==> config.mk <==
export PLATFORM = sky130hd
export DESIGN_NAME = contador_display_mux_flat
export DESIGN_NICKNAME = d
export VERILOG_FILES = /design/src/rtl/contador_display_mux_if.sv /design/src/rtl/contador_display_mux.sv /design/src/flat_wrapper.sv
export SDC_FILE = /design/constraint.sdc
export NUM_CORES = 1
export LEC_CHECK = 0
export BUFFER_PORTS_ARGS = -buffer_cell sky130_fd_sc_hd__buf_2
export CORE_MARGIN = 1
export CORE_UTILIZATION = 50
export CTS_BUF_LIST = sky130_fd_sc_hd__clkbuf_8
export CTS_CLUSTER_SIZE = 25
export DETAILED_ROUTE_END_ITERATION = 6
export PLACE_DENSITY = 0.75
export SLEW_MARGIN = 20
export SYNTH_ARGS = -nofsm -noshare
export SYNTH_HDL_FRONTEND = slang
export SYNTH_SLANG_ARGS = --single-unit
==> constraint.sdc <==
create_clock -name clk -period 4.5 [get_ports clk]
set_input_delay 0.675 -clock clk [delete_from_list [all_inputs] [get_ports clk]]
set_output_delay 0.675 -clock clk [all_outputs]
set_load 0.01 [all_outputs]
==> src/rtl/contador_display_mux_if.sv <==
// ---------------------------------------------------------------------------
// contador_display_mux_if : control inputs and display outputs of the counter
// Rev 1.0
// ---------------------------------------------------------------------------
`default_nettype none

interface contador_display_mux_if #(
  parameter int NUM_DIGITS = 4
);
  logic                    en;
  logic                    up_dn;
  logic                    bcd_mode;
  logic                    load;
  logic [4*NUM_DIGITS-1:0] load_val;
  logic [7:0]              segmentos;
  logic [NUM_DIGITS-1:0]   sel_seg;
  logic [4*NUM_DIGITS-1:0] contador_reg;
  logic                    wrap;

  modport master (
    output en, up_dn, bcd_mode, load, load_val,
    input  segmentos, sel_seg, contador_reg, wrap
  );

  modport slave (
    input  en, up_dn, bcd_mode, load, load_val,
    output segmentos, sel_seg, contador_reg, wrap
  );
endinterface

`default_nettype wire

==> src/rtl/contador_display_mux.sv <==
// ---------------------------------------------------------------------------
// contador_display_mux : N-digit BCD/hex up/down counter, multiplexed 7-seg drive
// Option macro CONTADOR_LZB_EN enables leading-zero blanking.   Rev 1.0
// ---------------------------------------------------------------------------
`default_nettype none

module contador_display_mux #(
  parameter int NUM_DIGITS     = 4,
  parameter int TICK_DIV       = 12000000,
  parameter int SCAN_DIV       = 12000,
  parameter int SEG_ACTIVE_LOW = 0,
  parameter int SEL_ACTIVE_LOW = 0
) (
  input  wire logic               clk,
  input  wire logic               rst_n,
  contador_display_mux_if.slave   bus
);

  localparam int CW = 4 * NUM_DIGITS;
  localparam int TW = (TICK_DIV > 1) ? $clog2(TICK_DIV) : 1;
  localparam int SW = (SCAN_DIV > 1) ? $clog2(SCAN_DIV) : 1;
  localparam int IW = (NUM_DIGITS > 1) ? $clog2(NUM_DIGITS) : 1;

  localparam logic [TW-1:0]         TICK_LAST = TW'(TICK_DIV - 1);
  localparam logic [SW-1:0]         SCAN_LAST = SW'(SCAN_DIV - 1);
  localparam logic [IW-1:0]         IDX_LAST  = IW'(NUM_DIGITS - 1);
  localparam logic [7:0]            SEG_XOR   = (SEG_ACTIVE_LOW != 0) ? 8'hFF : 8'h00;
  localparam logic [NUM_DIGITS-1:0] SEL_XOR   = {NUM_DIGITS{SEL_ACTIVE_LOW != 0}};
  localparam logic [7:0]            SEG_RST   = 8'h3F ^ SEG_XOR;
  localparam logic [NUM_DIGITS-1:0] SEL_RST   = NUM_DIGITS'(1) ^ SEL_XOR;

  function automatic logic [7:0] seg_decode(input logic [3:0] d);
    logic [7:0] s;
    case (d)
      4'h0: s = 8'h3F;
      4'h1: s = 8'h06;
      4'h2: s = 8'h5B;
      4'h3: s = 8'h4F;
      4'h4: s = 8'h66;
      4'h5: s = 8'h6D;
      4'h6: s = 8'h7D;
      4'h7: s = 8'h07;
      4'h8: s = 8'h7F;
      4'h9: s = 8'h6F;
      4'hA: s = 8'h77;
      4'hB: s = 8'h7C;
      4'hC: s = 8'h39;
      4'hD: s = 8'h5E;
      4'hE: s = 8'h79;
      default: s = 8'h71;
    endcase
    return s;
  endfunction

  logic [TW-1:0]         tick_cnt_q, tick_cnt_d;
  logic [SW-1:0]         scan_cnt_q, scan_cnt_d;
  logic [IW-1:0]         idx_q, idx_d;
  logic [CW-1:0]         contador_q, contador_d;
  logic                  wrap_q, wrap_d;
  logic [NUM_DIGITS-1:0] sel_q, sel_d;
  logic [7:0]            seg_q, seg_d;

  logic                  tick;
  logic                  step;
  logic                  scan_term;
  logic [CW-1:0]         step_val;
  logic                  step_carry;
  logic [3:0]            dig;
  logic [3:0]            digit_sel;
  logic                  blank;

  assign tick      = (tick_cnt_q == TICK_LAST);
  assign step      = tick && bus.en && !bus.load;
  assign scan_term = (scan_cnt_q == SCAN_LAST);

  // Ripple carry (up) or borrow (down) through every digit in one cycle.
  always_comb begin
    step_val   = contador_q;
    step_carry = 1'b1;
    dig        = 4'h0;
    for (int k = 0; k < NUM_DIGITS; k++) begin
      dig = contador_q[4*k +: 4];
      if (step_carry) begin
        if (bus.up_dn) begin
          if (bus.bcd_mode) begin
            if (dig >= 4'd9) begin
              dig        = 4'd0;
              step_carry = 1'b1;
            end else begin
              dig        = dig + 4'd1;
              step_carry = 1'b0;
            end
          end else begin
            step_carry = (dig == 4'hF);
            dig        = dig + 4'd1;
          end
        end else begin
          if (bus.bcd_mode) begin
            if (dig == 4'd0) begin
              dig        = 4'd9;
              step_carry = 1'b1;
            end else if (dig > 4'd9) begin
              dig        = 4'd9;
              step_carry = 1'b0;
            end else begin
              dig        = dig - 4'd1;
              step_carry = 1'b0;
            end
          end else begin
            step_carry = (dig == 4'h0);
            dig        = dig - 4'd1;
          end
        end
      end
      step_val[4*k +: 4] = dig;
    end
  end

  always_comb begin
    tick_cnt_d = (bus.load || tick) ? '0 : tick_cnt_q + TW'(1);
    if (bus.load) begin
      contador_d = bus.load_val;
    end else if (step) begin
      contador_d = step_val;
    end else begin
      contador_d = contador_q;
    end
    wrap_d = step && step_carry;
  end

  // Display fields come from the next index and next count so that
  // sel_seg, segmentos and contador_reg always agree after each edge.
  always_comb begin
    scan_cnt_d = scan_term ? '0 : scan_cnt_q + SW'(1);
    idx_d      = idx_q;
    if (scan_term) begin
      idx_d = (idx_q == IDX_LAST) ? '0 : idx_q + IW'(1);
    end
    digit_sel = 4'h0;
    sel_d     = '0;
    for (int k = 0; k < NUM_DIGITS; k++) begin
      if (idx_d == IW'(k)) begin
        digit_sel = contador_d[4*k +: 4];
        sel_d[k]  = 1'b1;
      end
    end
    sel_d = sel_d ^ SEL_XOR;
`ifdef CONTADOR_LZB_EN
    blank = (idx_d != '0) && ((contador_d >> {idx_d, 2'b00}) == '0);
`else
    blank = 1'b0;
`endif
    seg_d = (blank ? 8'h00 : seg_decode(digit_sel)) ^ SEG_XOR;
  end

  always_ff @(posedge clk or negedge rst_n) begin
    if (!rst_n) begin
      tick_cnt_q <= '0;
      scan_cnt_q <= '0;
      idx_q      <= '0;
      contador_q <= '0;
      wrap_q     <= 1'b0;
      sel_q      <= SEL_RST;
      seg_q      <= SEG_RST;
    end else begin
      tick_cnt_q <= tick_cnt_d;
      scan_cnt_q <= scan_cnt_d;
      idx_q      <= idx_d;
      contador_q <= contador_d;
      wrap_q     <= wrap_d;
      sel_q      <= sel_d;
      seg_q      <= seg_d;
    end
  end

  assign bus.contador_reg = contador_q;
  assign bus.wrap         = wrap_q;
  assign bus.sel_seg      = sel_q;
  assign bus.segmentos    = seg_q;

endmodule

`default_nettype wire

==> src/flat_wrapper.sv <==
// flat-port wrapper written by rule: the top's interface ports become plain ports
module contador_display_mux_flat 
#(
  parameter int NUM_DIGITS     = 4,
  parameter int TICK_DIV       = 12000000,
  parameter int SCAN_DIV       = 12000,
  parameter int SEG_ACTIVE_LOW = 0,
  parameter int SEL_ACTIVE_LOW = 0
)
  (clk, rst_n, bus_en, bus_up_dn, bus_bcd_mode, bus_load, bus_load_val, bus_segmentos, bus_sel_seg, bus_contador_reg, bus_wrap);
  contador_display_mux_if #(.NUM_DIGITS(NUM_DIGITS)) bus_i ();
  input  wire logic clk;
  input  wire logic rst_n;
  input wire logic [$bits(bus_i.en)-1:0] bus_en;
  input wire logic [$bits(bus_i.up_dn)-1:0] bus_up_dn;
  input wire logic [$bits(bus_i.bcd_mode)-1:0] bus_bcd_mode;
  input wire logic [$bits(bus_i.load)-1:0] bus_load;
  input wire logic [$bits(bus_i.load_val)-1:0] bus_load_val;
  output wire logic [$bits(bus_i.segmentos)-1:0] bus_segmentos;
  output wire logic [$bits(bus_i.sel_seg)-1:0] bus_sel_seg;
  output wire logic [$bits(bus_i.contador_reg)-1:0] bus_contador_reg;
  output wire logic [$bits(bus_i.wrap)-1:0] bus_wrap;
  assign bus_i.en = bus_en;
  assign bus_i.up_dn = bus_up_dn;
  assign bus_i.bcd_mode = bus_bcd_mode;
  assign bus_i.load = bus_load;
  assign bus_i.load_val = bus_load_val;
  assign bus_segmentos = bus_i.segmentos;
  assign bus_sel_seg = bus_i.sel_seg;
  assign bus_contador_reg = bus_i.contador_reg;
  assign bus_wrap = bus_i.wrap;
  contador_display_mux #(.NUM_DIGITS(NUM_DIGITS), .TICK_DIV(TICK_DIV), .SCAN_DIV(SCAN_DIV), .SEG_ACTIVE_LOW(SEG_ACTIVE_LOW), .SEL_ACTIVE_LOW(SEL_ACTIVE_LOW)) u_core (.clk(clk), .rst_n(rst_n), .bus(bus_i));
endmodule
* After elaboration in Yosys (flattened, before gate mapping) *
Memory sizes are Yosys's and may differ from the RTL's. A register that Yosys moved wholly into a read port is not among the register bits.
Index checks and enable logic that the tools add are counted.

word-level totals
  bits in registers = 69
  bits in read-only memories = 112
  bits of input ports = 22
  logic and storage cells = 112
  memories = 1

operators by class
  add/sub/neg operators = 11
  $lt $le $gt $ge = 8
  equal/unequal tests = 10
  muxes and demuxes = 64
  reductions and logical operators = 11

memory list
  memory            depth  width  rd ports  clocked after Yosys merged registers in  write ports  line                        text
  (name not given)  16     7      1         1                                        0            contador_display_mux.sv:34  case (d)

operator list
  kind                                                      count
  2-to-1 mux 4 bit                                          31
  2-to-1 mux 16 bit                                         2
  2-to-1 mux 1 bit                                          27
  adder 24 x 1 -> 24 bit, second input constant             1
  equality test 24 bit, second input constant               1
  2-to-1 mux 24 bit                                         1
  adder 4 x 1 -> 4 bit, second input constant               4
  equality test 4 bit, second input constant                4
  greater-or-equal comparator 4 bit, second input constant  4
  > comparator 4 bit, second input constant                 4
  logical NOT 4 bit                                         4
  subtractor 4 x 1 -> 4 bit, second input constant          4
  adder 14 x 1 -> 14 bit, second input constant             1
  equality test 14 bit, second input constant               1
  2-to-1 mux 14 bit                                         1
  equality test 2 bit, second input constant                3
  2-to-1 mux 2 bit                                          2
  logical AND 1 bit                                         3
  adder 2 x 1 -> 2 bit, second input constant               1
  equality test 2 x 1 -> 1 bit, second input constant       1
  logical NOT 1 bit                                         2
  logical NOT 2 bit                                         1
  logical OR 1 bit                                          1

* Logic depth before layout (Yosys ltp) *
  word-level depth = 13
  gate-level depth with buffers = 14
  mapped depth without buffers = 14

* Least setup slack after synthesis *
Ideal clock, no wire load.

  path kind = register -> register
  start point = register u_core.contador_q[0] (netlist: u_core.bus.contador_reg[0])
  end point = register u_core.seg_q[3] (netlist: u_core.bus.segmentos[3])
  setup time = 0.096 ns
  arrival time = 3.389 ns
  data required time = 4.404 ns
  setup slack = 1.015 ns
  stages on the path, launching flop included = 14
  clock period less this slack = 3.485 ns
  path through = dfrtp_1 > inv_1 > ha_1 > or3b_1 > and4_4 > o2111a_2 > mux2i_1 > o21ai_1 > a22o_1 > a221oi_1 > inv_1 > ha_1 > and3_1 > nor4bb_1

RTL lines
  element                                                                 line                                                                                 text
  start: declaration                                                      contador_display_mux.sv:58                                                           logic [CW-1:0] contador_q, contador_d;
  start signal: assignment                                                contador_display_mux.sv:169                                                          contador_q <= contador_d;
  greater-or-equal comparator 4 bit or logical NOT 4 bit (tied branches)  contador_display_mux.sv:86, contador_display_mux.sv:99, contador_display_mux.sv:110
  2-to-1 mux 1 bit, on equally long branches                              contador_display_mux.sv:86, contador_display_mux.sv:99
  2-to-1 mux 1 bit, on equally long branches                              contador_display_mux.sv:85, contador_display_mux.sv:98
  2-to-1 mux 1 bit *                                                      contador_display_mux.sv:84                                                           if (bus.up_dn) begin
  2-to-1 mux 4 bit *                                                      contador_display_mux.sv:83                                                           if (step_carry) begin
  2-to-1 mux 16 bit *                                                     contador_display_mux.sv:123                                                          end else if (step) begin
  2-to-1 mux 16 bit *                                                     contador_display_mux.sv:121                                                          if (bus.load) begin
  net u_core.contador_d[4]                                                contador_display_mux.sv:58
  2-to-1 mux 4 bit * (3 in series)                                        contador_display_mux.sv:142                                                          if (idx_d == IW'(k)) begin
  end: declaration                                                        contador_display_mux.sv:61                                                           logic [7:0] seg_q, seg_d;

The timed path passes the listed nets; every way through them passes the cells marked *.

* Worst setup path in the final report *
  start point = register u_core.contador_q[4] (netlist: u_core.bus.contador_reg[4])
  end point = register u_core.seg_q[3] (netlist: u_core.bus.segmentos[3])

RTL lines
  element                                                                 line
  greater-or-equal comparator 4 bit or logical NOT 4 bit (tied branches)  contador_display_mux.sv:86, contador_display_mux.sv:99, contador_display_mux.sv:110
  2-to-1 mux 1 bit, on equally long branches                              contador_display_mux.sv:86, contador_display_mux.sv:99
  2-to-1 mux 1 bit, on equally long branches                              contador_display_mux.sv:85, contador_display_mux.sv:98
  2-to-1 mux 1 bit *                                                      contador_display_mux.sv:84
  2-to-1 mux 1 bit *                                                      contador_display_mux.sv:83
  2-to-1 mux 4 bit *                                                      contador_display_mux.sv:83
  2-to-1 mux 16 bit *                                                     contador_display_mux.sv:123
  2-to-1 mux 16 bit *                                                     contador_display_mux.sv:121
  net u_core.contador_d[8]                                                contador_display_mux.sv:58
  2-to-1 mux 4 bit * (2 in series)                                        contador_display_mux.sv:142

Marks and branches as above.

==> impl_metrics.tcl <==
set metrics [dict create \
    num_rows 34 \
    overflow 0 \
    ant_nets 0 \
    cp-end-kind "flip-flop" \
    finalClockSkew_ns 0.00904 \
    nets 591 \
    path_max_fanout 8 \
    clock_latency_ns 0.34 \
    cts_sinks 68 \
    htreeDepth 3 \
    drt_iter0_markers 275 \
    hp-class "primary input to asynchronous set/reset pin" \
    critPathKind "flip-flop to flip-flop" \
    gp_congestion 0.902 \
    ys_top_cells_by_area "dfrtp_1 33%, ha_1 7.0%, nor2_1 5.1%" \
    multiInputGateArea_mm2 0.00273 \
    die_h_um 98.6 \
    avgSynthCellArea_um2 9.28 \
    yosys.area.top_type_share_pct 32.7 \
    relSlewSlack_pct 46.2 \
    worstPathArrival_ns 4.19 \
    ys_async_sr_fraction_pct 100 \
    synth_nets 551 \
    via_count 3870 \
    portBuffers 49 \
    finalCriticalPeriod_ns 3.94 \
    setup_viol 0 \
    synth_ff_type "dfrtp_1" \
    synth_top_area_cell "dfrtp_1" \
    die_x_um 98.6 \
    final_common_cell "nor2_1" \
    grt_pass1_vias 3689 \
    largest_reg_flops 24 \
    worstMarginPinSlew_ns 0.807 \
    final_cell_mix "63 x nor2_1, 61 x dfrtp_1, 49 x buf_2" \
    seq_area_mm2 0.00171 \
    status "completed" \
    cts_buffer_depth 2 \
    post-route-period-util_pct 87.7 \
    yosysUniqueCellTypes 91 \
    fmax_mhz 253 \
    core_area_mm2 0.00889 \
    rsz0062_at_grt "no" \
    clk_pin_slew_ns 0.07 \
    areaGrowthSynthToFinish_pct 10.1 \
    crit_required_ns 4.75 \
    synth_edf_count 0 \
    drive_gt1_share_pct 20.6 \
    post_cts_buffers 0 \
    drc 0 \
    cts_buffers 9 \
    synthesis.area_mm2 0.00467 \
    drt-wirelength-per-cell_um 16.0 \
    final_max_slew_viol_count 0 \
    io_pins 51 \
    finalSetupTns_ns 0 \
    cp-start-kind "flip-flop" \
    cts_hold_buf 0 \
    cts-root-buf "clkbuf_8" \
    cts_tree "done" \
    hold_viol 0 \
    antenna_cells 0 \
    yosysSeqAreaShare_pct 36.6 \
    netlist_instances 503 \
    yosysWarningCount 0 \
    antenna_found_initial 0 \
    viasPerCell 5.90 \
    peakVddDrop_uv 163 \
    power.leakage_nw 2.29 \
    fin_util_pct 57.8 \
    dr.pass1.iters 5 \
    synth_seq_cells 68 \
    fillers 771 \
    hpwl_mm 7.70 \
    wirelength_mm 10.5 \
    die_area_mm2 0.00972 \
    power_density_mw_per_mm2 291 \
    grt_max_degree 36 \
    cts-resized-gates 0 \
    start_util_pct 52.5 \
    cap_violations 0 \
    grt_first_pass_wirelength_mm 17.7 \
    grt_usage_pct 22.7 \
]
## through the flow
stage	area (um^2)	power [mW]	hold slack [ns]	cells	setup WS, ns
after floorplan	4670	0.915	0.379	503	1.01
after global placement	4940	0.992	0.458	640	0.629
after detailed placement	4940	1.00	0.461	640	0.477
after CTS	5140	1.50	0.450	656	0.577
after global routing	5140	1.57	0.473	656	0.131
final	5140	1.49	0.421	656	0.555
## kinds of logic after synthesis
group                    count (synthesis)  synth area share, %
AO/OA/AOI/OAI                           81                 13.7
adder cells (fa/ha/maj)                 26                 6.97
buffers and inverters                   49                 4.96
other                                    1               0.0804
XOR/XNOR                                42                 7.88
flip-flops                              68                 36.6
AND/OR/NAND/NOR                        225                 27.2
multiplexers                            11                 2.60
## critical path, stage by stage (launching register included)
cell and delay (ns):
dfrtp_1 0.49, inv_1 0.10, ha_1 0.25, nor3b_2 0.19, o211ai_1 0.26, o21ai_0 0.25
nor3_1 0.36, and3_1 0.22, o31ai_1 0.10, a221oi_1 0.71, inv_1 0.20, ha_1 0.37
nand3_2 0.06, nor4bb_1 0.28
## per-layer routing
| metal | track usage [%] | part of all wire (%) | up-vias |
|---|---|---|---|
| li1 | - | - | 1878 |
| met1 | 30.7 | 47 | 1890 |
| met2 | 37.3 | 47 | 93 |
| met3 | 3.69 | 4.1 | 9 |
| met4 | 7.81 | 1.2 | 0 |
| met5 | 0 | 0 | - |
## path summary, 6_finish.rpt
check / from / to / slack (ns) / cells after the start
max: u_core.bus.contador_reg[4] / u_core.bus.segmentos[3] / 0.56 / 13
min in group clk: u_core.tick_cnt_q[0] / u_core.tick_cnt_q[0] / 0.49 / 1
max in group asynchronous: rst_n / u_core.bus.sel_seg[0] / 3.12 / 2
min: rst_n / u_core.tick_cnt_q[16] / 0.42 / 1
min reg2reg: u_core.tick_cnt_q[0] / u_core.tick_cnt_q[0] / 0.49 / 1
max reg2reg: u_core.bus.contador_reg[4] / u_core.bus.segmentos[3] / 0.56 / 13
## power breakdown
| group | switching [mW] | total, mW | internal (mW) |
|---|---|---|---|
| combinational | 0.177 | 0.303 | 0.127 |
| clock | 0.231 | 0.501 | 0.270 |
| sequential | 0.0421 | 0.689 | 0.646 |
| total | 0.450 | 1.49 | 1.04 |
## cell type report
type / count / area share (%)
Clock buffer: 10 / 2.68
Clock inverter: 6 / 1.24
Inverter: 26 / 1.90
Multi-Input combinational cell: 386 / 53.0
Sequential cell: 68 / 33.3
Tap cell: 108 / 2.63
Timing Repair Buffer: 52 / 5.21
## synthesized netlist by cell type (all sizes together) (11+ instances only)
cell type / instances
nor2: 66
dfrtp: 61
nand3: 34
nand2: 29
ha: 26
inv: 26
xor2: 23
xnor2: 19
nor3: 17
and3: 16
buf: 15
o21ai: 15
a21oi: 11
Power figures use the tool's default switching activity.
